[src/rtl/bf16_mul_arbiter.sv]
// ---------------------------------------------------------------------------
// bf16_mul_arbiter
//
// Shares one registered, fixed-latency bf16 multiplier among N requesters.
// A round-robin arbiter issues at most one operand pair per cycle. A small
// tag pipeline follows each issue through the multiplier, so the result is
// returned to the requester that issued it.
//
// Ports:
//   i_clk          clock, all state changes on the rising edge
//   i_rst          synchronous active-high reset
//   i_en           global issue enable (in-flight results still return)
//   i_req_valid    [N]      requester i has operands
//   o_req_ready    [N]      one-hot grant; accept = valid & ready
//   i_req_a/b      [16*N]   bf16 operands, slice i = [16i+15:16i]
//   o_mul_a/b      [16]     operands to the multiplier (zero when idle)
//   i_mul_c        [16]     multiplier result
//   o_resp_valid   [N]      one-hot result strobe for the issuing requester
//   o_resp_data    [16]     result, meaningful only while o_resp_valid != 0
//   o_busy                  any issue still travelling through the multiplier
//   o_issue_cnt    [CNT_W]  total accepted issues, wraps
// ---------------------------------------------------------------------------
module bf16_mul_arbiter #(
    parameter int N       = 4,
    parameter int MUL_LAT = 1,
    parameter int CNT_W   = 16
) (
    input  logic               i_clk,
    input  logic               i_rst,
    input  logic               i_en,
    input  logic [N-1:0]       i_req_valid,
    output logic [N-1:0]       o_req_ready,
    input  logic [16*N-1:0]    i_req_a,
    input  logic [16*N-1:0]    i_req_b,
    output logic [15:0]        o_mul_a,
    output logic [15:0]        o_mul_b,
    input  logic [15:0]        i_mul_c,
    output logic [N-1:0]       o_resp_valid,
    output logic [15:0]        o_resp_data,
    output logic               o_busy,
    output logic [CNT_W-1:0]   o_issue_cnt
);

    localparam int ID_W = $clog2(N);
    localparam int TAIL = MUL_LAT - 1;

    logic [ID_W-1:0]  r_rr_ptr;
    logic [MUL_LAT-1:0] r_tag_vld;
    logic [ID_W-1:0]  r_tag_id [MUL_LAT];
    logic [CNT_W-1:0] r_issue_cnt;

    logic             w_grant;
    logic [ID_W-1:0]  w_grant_id;
    logic [ID_W:0]    w_scan;
    logic [ID_W-1:0]  w_next_ptr;

    // Round-robin search starting at r_rr_ptr. The scan index is one bit
    // wider than an id so the wrap past N-1 can be done with a subtract,
    // which also works when N is not a power of two.
    always_comb begin
        w_grant    = 1'b0;
        w_grant_id = '0;
        w_scan     = '0;
        for (int k = 0; k < N; k++) begin
            w_scan = {1'b0, r_rr_ptr} + (ID_W+1)'(k);
            if (w_scan >= (ID_W+1)'(N)) begin
                w_scan = w_scan - (ID_W+1)'(N);
            end
            if (!w_grant && i_en && i_req_valid[w_scan[ID_W-1:0]]) begin
                w_grant    = 1'b1;
                w_grant_id = w_scan[ID_W-1:0];
            end
        end
    end

    // One-hot ready and operand mux; operands are forced to zero when
    // nothing is granted so the multiplier sees a clean input while idle.
    always_comb begin
        o_req_ready = '0;
        o_mul_a     = 16'h0000;
        o_mul_b     = 16'h0000;
        for (int i = 0; i < N; i++) begin
            if (w_grant && (w_grant_id == ID_W'(i))) begin
                o_req_ready[i] = 1'b1;
                o_mul_a        = i_req_a[16*i +: 16];
                o_mul_b        = i_req_b[16*i +: 16];
            end
        end
    end

    assign w_next_ptr = (w_grant_id == ID_W'(N-1)) ? '0 : w_grant_id + ID_W'(1);

    // Pointer, tag pipeline and issue counter. Since ready is only raised
    // for a valid requester, a grant is always an accept. Reset clears the
    // tag valid bits so results of discarded issues are never signalled.
    always_ff @(posedge i_clk) begin
        if (i_rst) begin
            r_rr_ptr    <= '0;
            r_tag_vld   <= '0;
            r_issue_cnt <= '0;
            for (int s = 0; s < MUL_LAT; s++) begin
                r_tag_id[s] <= '0;
            end
        end else begin
            r_tag_vld[0] <= w_grant;
            r_tag_id[0]  <= w_grant_id;
            for (int s = 1; s < MUL_LAT; s++) begin
                r_tag_vld[s] <= r_tag_vld[s-1];
                r_tag_id[s]  <= r_tag_id[s-1];
            end
            if (w_grant) begin
                r_rr_ptr    <= w_next_ptr;
                r_issue_cnt <= r_issue_cnt + CNT_W'(1);
            end
        end
    end

    // The tag at the pipe tail lines up with the multiplier output, so the
    // response strobe is decoded from it and the data is passed straight on.
    always_comb begin
        o_resp_valid = '0;
        for (int i = 0; i < N; i++) begin
            if (r_tag_vld[TAIL] && (r_tag_id[TAIL] == ID_W'(i))) begin
                o_resp_valid[i] = 1'b1;
            end
        end
    end

    assign o_resp_data = i_mul_c;
    assign o_busy      = |r_tag_vld;
    assign o_issue_cnt = r_issue_cnt;

endmodule

[config.mk]
export PLATFORM = sky130hd
export DESIGN_NAME = bf16_mul_arbiter
export DESIGN_NICKNAME = d
export VERILOG_FILES = /design/src/rtl/bf16_mul_arbiter.sv
export SDC_FILE = /design/constraint.sdc
export NUM_CORES = 1
export LEC_CHECK = 0
export ABC_AREA = 1
export ABC_CLOCK_PERIOD_IN_PS = 5100
export CORE_MARGIN = 8
export CORE_UTILIZATION = 32
export CTS_CLUSTER_SIZE = 40
export DETAILED_ROUTE_END_ITERATION = 16
export PLACE_DENSITY = 0.74
export SLEW_MARGIN = 20
export SYNTH_ARGS = -nofsm -noshare
export SYNTH_HDL_FRONTEND = slang
export SYNTH_SLANG_ARGS = --single-unit
[constraint.sdc]
create_clock -name i_clk -period 5.1 [get_ports i_clk]
set_clock_uncertainty 0.05 [all_clocks]
set_input_delay 1.02 -clock i_clk [delete_from_list [all_inputs] [get_ports i_clk]]
set_output_delay 1.02 -clock i_clk [all_outputs]
set_load 0.03 [all_outputs]
# Word-level counts from Yosys, hierarchy flattened
# Memories as Yosys holds them, arrays and structs flattened.
# Index checks and enable logic that the tools add are counted.
[totals]
elab_cells = 90
mem_count = 1
input_bits = 151
ramBits = 2
ff_bits = 19
latch_bits = 0
output_inout_bits = 73
romBits = 0
[memory_table]
columns = ["name", "depth", "width", "rd", "rd_clocked_by_memory_dff", "write_ports", "line", "text"]
rows = [
  ["r_tag_id", 1, 2, 1, 0, 1, "49", "logic [ID_W-1:0] r_tag_id [MUL_LAT];"],
]
[classes]
n_div = 0
n_lt_le_gt_ge = 8
n_reduce_logical = 21
shifts = 0
muxes = 42
bitwise_logic = 0
n_mul = 0
n_eq_ne = 6
n_addsub = 9
[ops]
columns = ["op", "n"]
rows = [
  ["$mux W16", 8],
  ["$mux W1", 20],
  ["$mux W2", 10],
  ["$add A16 B1 Y16 const B", 1],
  ["$logic_and A1 B1 Y1", 15],
  ["$lt A2 B3 Y1 const B", 4],
  ["$ge A3 B3 Y1 const B", 3],
  ["$bmux W1 S2", 4],
  ["$eq A2 B2 Y1 const B", 4],
  ["$sub A2 B1 Y2 const B", 4],
  ["$add A2 B2 Y3 const B", 2],
  ["$eq A2 B1 Y1 const B", 2],
  ["$logic_not A2 Y1", 2],
  ["$add A2 B1 Y3 const B", 1],
  ["$ge A2 B3 Y1 const B", 1],
  ["$logic_not A1 Y1", 3],
  ["$add A2 B1 Y2 const B", 1],
  ["$reduce_or A2 Y1", 1],
]

# Depth between registers and ports, before layout
[logic_depth]
word_depth = 24
depth_mapped = 20
mapped_depth_nobuf = 17

# Worst setup path before layout
# No wires, ideal clock.
[synth_timing]
path_type = "in2out"
start = "input port i_req_valid[2]"
end = "output port o_mul_a[0]"
arrival_ns = 3.416
path_slack_ns = 0.614
required_time_ns = 4.030
n_path_buf = 2
path_stages = 16
path_cell_list = "inv_1 nand2_1 nand2_1 nand2_1 nand2_1 a21oi_2 nor2_2 nand4_1 o21ai_0 ha_1 clkbuf_1 buf_1 nand3_1 nand2_1 nand2_1 a21oi_1"
[synth_between]
elab_chain_cells = 22
elab_cells_between_ends = 38
cone_classes = "eq/ne: 3; mux: 20; reduce/logical: 15"
[synth_lines]
columns = ["element", "line", "text"]
rows = [
  ["start: declaration", "31", "input logic [N-1:0] i_req_valid,"],
  ["$bmux W1 S2", "69", "if (!w_grant && i_en && i_req_valid[w_scan[ID_W-1:0]]) begin"],
  ["$mux W1 (implied by the code)", "69", ""],
  ["$logic_and A1 B1 Y1", "69", ""],
  ["$mux W1", "69", ""],
  ["$logic_not A1 Y1", "69", ""],
  ["$logic_and A1 B1 Y1 (2 in a row)", "69", ""],
  ["$mux W1", "69", ""],
  ["$logic_not A1 Y1", "69", ""],
  ["$logic_and A1 B1 Y1 (2 in a row)", "69", ""],
  ["$mux W1", "69", ""],
  ["$logic_not A1 Y1", "69", ""],
  ["$logic_and A1 B1 Y1 (2 in a row)", "69", ""],
  ["$mux W2", "69", ""],
  ["$logic_not A2 Y1", "83", "if (w_grant && (w_grant_id == ID_W'(i))) begin"],
  ["$logic_and A1 B1 Y1", "83", ""],
  ["$mux W16 (3 in a row)", "83", ""],
  ["$mux W16 *", "83", ""],
  ["end: declaration", "35", "output logic [15:0] o_mul_a,"],
]
# Mark *: on every way between the ends. The rest lies on a longest branch, timed or not. The select of a mux whose other input is x is not followed.

# Worst setup path in the final report
[layout_timing]
start = "input port i_req_valid[2]"
end = "output port o_mul_a[15]"
[layout_between]
elab_chain_cells = 22
elab_cells_between_ends = 38
cone_classes = "eq/ne: 3; mux: 20; reduce/logical: 15"
[layout_lines]
columns = ["element", "line", "text"]
rows = [
  ["$bmux W1 S2", "69", ""],
  ["$mux W1 (implied by the code)", "69", ""],
  ["$logic_and A1 B1 Y1", "69", ""],
  ["$mux W1", "69", ""],
  ["$logic_not A1 Y1", "69", ""],
  ["$logic_and A1 B1 Y1 (2 in a row)", "69", ""],
  ["$mux W1", "69", ""],
  ["$logic_not A1 Y1", "69", ""],
  ["[... 3 more ...]", "n/a", ""],
  ["$logic_not A1 Y1", "69", ""],
  ["$logic_and A1 B1 Y1 (2 in a row)", "69", ""],
  ["$mux W2 *", "69", ""],
  ["named net w_grant_id[0]", "53", "logic [ID_W-1:0] w_grant_id;"],
  ["$logic_not A2 Y1", "83", ""],
  ["$logic_and A1 B1 Y1", "83", ""],
  ["$mux W16 (3 in a row)", "83", ""],
  ["$mux W16 *", "83", ""],
]
# Mark *: on every way through the listed nets, which the timed path passes. The rest lies on a longest branch. The select of a mux whose other input is x is not followed.

==> reports/metrics.csv <==
metric,value,unit
first-pass GRT wire length,19890,um
RSZ-0062 raised after global routing,no,
Worst-Skew Late Latency,0.26,ns
Post-synth EDFFs,0,
leakage power,2.425,nW
largest net degree at the start of global routing,45,
total negative slack,0,ns
IO Count,224,
# H-tree levels,1,
dpl hpwl,10180,um
crit path kind,input pin to output port,
Final Setup Violations,0,
fraction of registers with async set/reset,0,%
Root Driver,clkbuf_8,
outcome,finished clean,
top post-synthesis cells by area,"nand2_1 (19%), nand3_1 (17%), dfxtp_1 (13%)",
initial DRC count,239,
total grt overflow,0,
Worst setup SP type,input pin,
Cell Rows,36,
drt first pass iters,6,
WL/cell,14.09,um
post-route clock period utilization,93.70,%
synth warn,0,
share of power burned in registers,6.0,%
Int Power,0.001486,W
worst-path fanout max,44,
CP endpoint kind,output port,
"Reg clk slew, reported paths",0.07,ns
Die X,115.3,um
Post-synth top flop,dfxtp_1,
fmax,0.2093,GHz
count of pins over their slew limit,0,
"top cells by count, synth","nand2_1 (162), nand3_1 (106), inv_1 (91)",
Nets,925,
ANT cells,0,
Seq cells post-synth,21,
hold crit path type,register to register,
vias in the first global route,4076,
DRC Markers,0,
CTS tree,yes,
Synth area leader,nand2_1,
initial antenna violation count,0,
library cells used by synthesis,27,
share of cells above drive strength 1,7.943,%
Top Usage Layer GRT,met2,
Die Y,115.3,um
GPL Wtd Cong,0.9270,
maxcap violations,0,
Comb pwr share,91.1,%
clock power share,2.9,%
die area,13290,sq um
area growth from synthesis to layout,59.60,%
Max clock buf depth,2,
Cell Pwr Density,735.8,nW/um^2
Port Buffers,191,
post-synth net total,772,
Clock Sinks,21,
final count of hold timing violations,0,
switching power,0.002219,W
post-synth top area share,19.27,%
post-route insts no fill,901,
synthesized area,3156,sq um
CP required,4.03,ns
DRT Wirelength,12700,um
Tmin final,4.779,ns
syn_area_per_cell,5.123,sq um
sequential area share after synthesis,13.32,%
core box area,9684,sq um
switching share of power,59.89,%
vias,4324,
"Hold-fix buffers, CTS",0,
vias per std cell,4.799,
Mapped Cells,616,
Antenna Nets Post-Route,0,
GR Util met3,2.784,%
maximum vdd drop,0.0004525,V
most common cell in the netlist,nand2_1,
total power,0.003706,W
Starting Density,32.58,%
number of clock buffers inserted by TritonCTS,3,
cell count after placement,897,
GRT Total Usage,17.90,%
met1 Usage GRT,20.42,%
WP data arrival,3.71,ns
met2 Use GR,33.22,%
Worst slew margin,53.98,%
worst-margin pin slew,0.6876,ns
final cells by class:
| type | instances | area (sq um) |
|---|---|---|
| fillers | 1014 | 4648 |
| multi-input cells | 445 | 2044 |
| repair buffers | 204 | 2004 |
| flip-flops and latches | 21 | 420.4 |
| inverters | 94 | 355.3 |
| well taps | 133 | 166.4 |
| clock buffers | 4 | 45.04 |
cells in the final DEF (no fill, tap or decap), types with 4 or more instances in the layout:
master / count
nor3_1: 12
clkdlybuf4s50_1: 156
nor2_1: 82
o21ai_0: 7
buf_4: 40
ha_1: 4
xnor2_1: 4
nand2_1: 162
a21oi_1: 48
xor2_1: 6
buf_12: 6
inv_1: 91
nand3_1: 106
dfxtp_1: 21
repair_timing:
| action | 4_1_cts | 5_1_grt |
|---|---|---|
| endpoints found under the setup margin | 0 | 32 |
| setup buffers | 0 | 0 |
| hold endpoints to repair | 0 | 0 |
| gates resized for setup | 0 | 6 |
kinds of logic (layout without fill, tap and decap cells):
group	count (synthesis)	count (layout)	share of synthesized area, %
compound gates	60	60	10.07
xor+xnor	10	10	2.775
fa+ha+maj	5	5	1.983
buf+inv	150	302	22.52
flops	21	21	13.32
simple gates	370	370	49.33
metrics by stage:
stage                     util (%)  hold WS [ns]  setup slack (ns)  area, sq um
after floorplan                  -        0.4801            0.6139         3156
after global placement       51.28        0.4138            0.3204         4966
after detailed placement     51.28        0.4275            0.1426         4966
after CTS                    51.74        0.4396            0.1274         5011
after global routing         52.00        0.4592           0.01377         5036
final                        52.00        0.4371            0.3213         5036
routing by layer:
layer	part of all wire, %	vias up
met3	7.1	31
met4	2.2	0
met5	0	-
met1	40	1940
li1	-	2200
met2	51	153
registers in the layout, indices dropped and copies added (netlist names):
name,cells
r_tag_id,2
o_busy,1
r_rr_ptr,2
o_issue_cnt,16
power groups by stage:
stage	Clock, W	Combinational (W)	Sequential (W)
6_report	0.000108	0.00337	0.000223
5_1_grt	0.000117	0.00366	0.000227
4_1_cts	0.000111	0.00336	0.000222
3_5_place_dp	0	0.00335	0.000226
3_3_place_gp	0	0.00331	0.000225
2_1_floorplan	0	0.00220	0.000232
worst paths after layout:
check / start / cells past startpoint / endpoint / slack, ns
worst min register to register: o_issue_cnt[5] / 2 / o_issue_cnt[5] / 0.44
worst min-delay path: o_issue_cnt[5] / 2 / o_issue_cnt[5] / 0.44
worst max register to register: r_rr_ptr[0] / 10 / o_issue_cnt[1] / 2.59
worst max-delay path: i_req_valid[2] / 20 / o_mul_a[15] / 0.32
worst max-delay path, cell delays in order:
cell and delay, ns:
clkdlybuf4s50_1 0.47, inv_1 0.04, nand2_1 0.05, nand2_1 0.07, nand2_1 0.07, nand2_1 0.08
a21oi_2 0.18, nor2_2 0.08, nand4_1 0.13, nand2_1 0.08, o21bai_2 0.17, inv_1 0.13
ha_4 0.22, buf_12 0.18, nor2_1 0.13, nand3_1 0.08, nand2_1 0.07, nand2_1 0.05
a21oi_1 0.23, buf_12 0.16
No activity file was read; power rests on OpenSTA's default activity.
==> variant (same settings) <==
Put one more register stage on the output `o_issue_cnt`, without a reset. The value now appears one clock later. The other outputs are not delayed to match.
--- a/src/rtl/bf16_mul_arbiter.sv
+++ b/src/rtl/bf16_mul_arbiter.sv
@@ -128,7 +128,9 @@
 
     assign o_resp_data = i_mul_c;
     assign o_busy      = |r_tag_vld;
-    assign o_issue_cnt = r_issue_cnt;
+    always_ff @(posedge i_clk) begin
+        o_issue_cnt <= r_issue_cnt;
+    end
 
 endmodule
 
Function: changed (Yosys sat finds a counterexample within 4 cycles, from zero or initial values and one cycle with i_rst high).
==> variant against the unedited design <==
Setup slack improved by 0.030 ns; clock power rose to 2.6 times the old value; synthesized area rose by 17%; routed wire length rose by 2.0%; cell area rose by 11%; fmax rose by 0.64%; largest cell class unchanged; sequential cell count rose by 16; power rose by 28%.
==> variant: results (changes against the unedited design) <==
<table>
<tr><th>Metric</th><th>Value</th></tr>
<tr><th colspan="2">Run status</th></tr>
<tr><td>Run status</td><td>completed</td></tr>
<tr><th colspan="2">Timing</th></tr>
<tr><td>Hold Slack</td><td>0.304 ns (-0.133 ns)</td></tr>
<tr><td>Slew headroom</td><td>67.2% (+13 points)</td></tr>
<tr><th colspan="2">Global route</th></tr>
<tr><td>Via count of the first global-routing pass</td><td>3,816 (-6.4%)</td></tr>
<tr><td>First-pass GRT wire length</td><td>19,000 um (-4.7%)</td></tr>
<tr><td>Largest net degree at the start of global routing</td><td>55 (+22%)</td></tr>
<tr><th colspan="2">Pwr</th></tr>
<tr><td>Leak Pwr</td><td>2.65 nW (+9.4%)</td></tr>
<tr><th colspan="2">Synthesis</th></tr>
<tr><td>Syn nets</td><td>788 (+2.1%)</td></tr>
<tr><td>Syn Area/Cell</td><td>5.82 um^2 (+14%)</td></tr>
<tr><td>Sequential area share after synthesis</td><td>20.1% (+6.8 points)</td></tr>
<tr><td>Synth top cells by count</td><td>sky130_fd_sc_hd__nand2_1 (150), sky130_fd_sc_hd__nand3_1 (111), sky130_fd_sc_hd__inv_1 (99)</td></tr>
<tr><td>Library cells used by synthesis</td><td>32 (+19%)</td></tr>
<tr><th colspan="2">Cells and area</th></tr>
<tr><td>Number of nets at the end of the flow</td><td>938 (+1.4%)</td></tr>
<tr><td>Non-filler instance count after layout</td><td>926 (+2.8%)</td></tr>
<tr><td>Number of fill cells</td><td>1,170 (+15%)</td></tr>
<tr><th colspan="2">Hold path</th></tr>
<tr><td>End point of the worst hold path</td><td>o_issue_cnt[5]</td></tr>
<tr><td>Worst Hold Launch</td><td>r_issue_cnt[5]</td></tr>
<tr><td>Hold Path Depth</td><td>0 (-2)</td></tr>
<tr><th colspan="2">Placed design</th></tr>
<tr><td>Detailed Place HPWL</td><td>10,200 um (+0.15%)</td></tr>
<tr><td>Cell area reported after detailed placement</td><td>5440 um^2 (+9.5%)</td></tr>
<tr><td>Cell count after placement</td><td>918 (+2.3%)</td></tr>
<tr><th colspan="2">Detailed routing</th></tr>
<tr><td>Initial DRC Count</td><td>247 (+3.3%)</td></tr>
<tr><td>Mean number of vias per cell</td><td>4.61 (-3.9%)</td></tr>
<tr><td>Pre-Repair DR Iteration Count</td><td>4 (-2)</td></tr>
<tr><th colspan="2">Worst setup path</th></tr>
<tr><td>Peak fanout along the critical path</td><td>32 (-27%)</td></tr>
<tr><td>Critical path arrival</td><td>3.68 ns (-0.03 ns)</td></tr>
<tr><th colspan="2">Clocking</th></tr>
<tr><td>Total clock buffers created by CTS</td><td>5 (+2)</td></tr>
<tr><td>Clock-pin slew reported for the worst setup and hold paths after clock tree synthesis</td><td>0.05 ns (-0.02 ns)</td></tr>
</table>
## variant: cell count changes in the layout (fill, tap and decap cells not counted), sizes merged, moves of 2 or more
cell | unedited run | this run
a21oi | 49 | 45
buf | 48 | 44
clkbuf | 4 | 8
dfxtp | 21 | 37
inv | 94 | 102
nand2 | 163 | 154
nand3 | 106 | 112
nor2 | 83 | 85
xor2 | 6 | 1
## variant: report_power, final
part | switching (mW) | leakage (nW) | total, mW | internal, mW
Sequential | 0.0367 | 0.300 | 0.361 | 0.324
Combinational | 2.56 | 2.29 | 4.12 | 1.56
Clock | 0.0995 | 0.0652 | 0.281 | 0.181
## variant: logic make-up (layout without fill, tap and decap cells)
group	Yosys count	in the layout	share of synthesized area, %
and+or+nand+nor	367	367	43.3
buffers and inverters	159	310	22.5
DFF	37	37	20.1
xor gates and xnor gates	4	4	0.953
adders and majority gates	5	5	1.70
AOI/OAI and AO/OA	60	60	11.4
## variant: worst max path at each step
stage	startpoint	slack, ns	endpoint	depth (start not counted)
6_report	i_req_valid[3]	0.35	o_mul_b[4]	18
5_1_grt	i_req_valid[1]	0.04	o_mul_a[15]	20
3_3_place_gp	i_req_valid[3]	0.30	o_mul_a[2]	18
3_5_place_dp	i_req_valid[3]	0.22	o_mul_a[2]	18
2_1_floorplan	i_req_valid[3]	0.75	o_mul_b[0]	16
4_1_cts	i_req_valid[3]	0.22	o_mul_a[2]	18
## variant: final cells by class
class	count	area, um^2	share of cell area [%]
clock buffer	8	136	2.44
inverter	102	385	6.90
multi-input combinational	436	2130	38.1
sequential	37	741	13.3
tap	143	179	3.20
timing repair buffer	200	2020	36.1
## variant: critical path, stage by stage
cell	delay, ns
sky130_fd_sc_hd__clkdlybuf4s50_1	0.47
sky130_fd_sc_hd__inv_1	0.04
sky130_fd_sc_hd__nand2_1	0.07
sky130_fd_sc_hd__nand3_1	0.07
sky130_fd_sc_hd__nand2_1	0.09
sky130_fd_sc_hd__nor2_1	0.05
sky130_fd_sc_hd__nand2_2	0.11
sky130_fd_sc_hd__nand2_2	0.10
sky130_fd_sc_hd__nor2_2	0.17
sky130_fd_sc_hd__nor3_2	0.07
sky130_fd_sc_hd__o21ai_0	0.30
sky130_fd_sc_hd__ha_1	0.32
sky130_fd_sc_hd__buf_12	0.22
sky130_fd_sc_hd__nand3_1	0.14
sky130_fd_sc_hd__nand2_1	0.08
sky130_fd_sc_hd__inv_1	0.05
sky130_fd_sc_hd__a21oi_2	0.12
sky130_fd_sc_hd__buf_4	0.17
## variant: per-layer routing
layer | wire [um] | track usage [%] | vias to the layer above | share of wire, %
li1 | - | - | 2243 | -
met1 | 5210 | 17.5 | 1885 | 40
met2 | 6540 | 28.6 | 126 | 51
met3 | 986 | 3.24 | 17 | 7.6
met4 | 210 | 3.99 | 0 | 1.6
met5 | 0 | 0 | - | 0
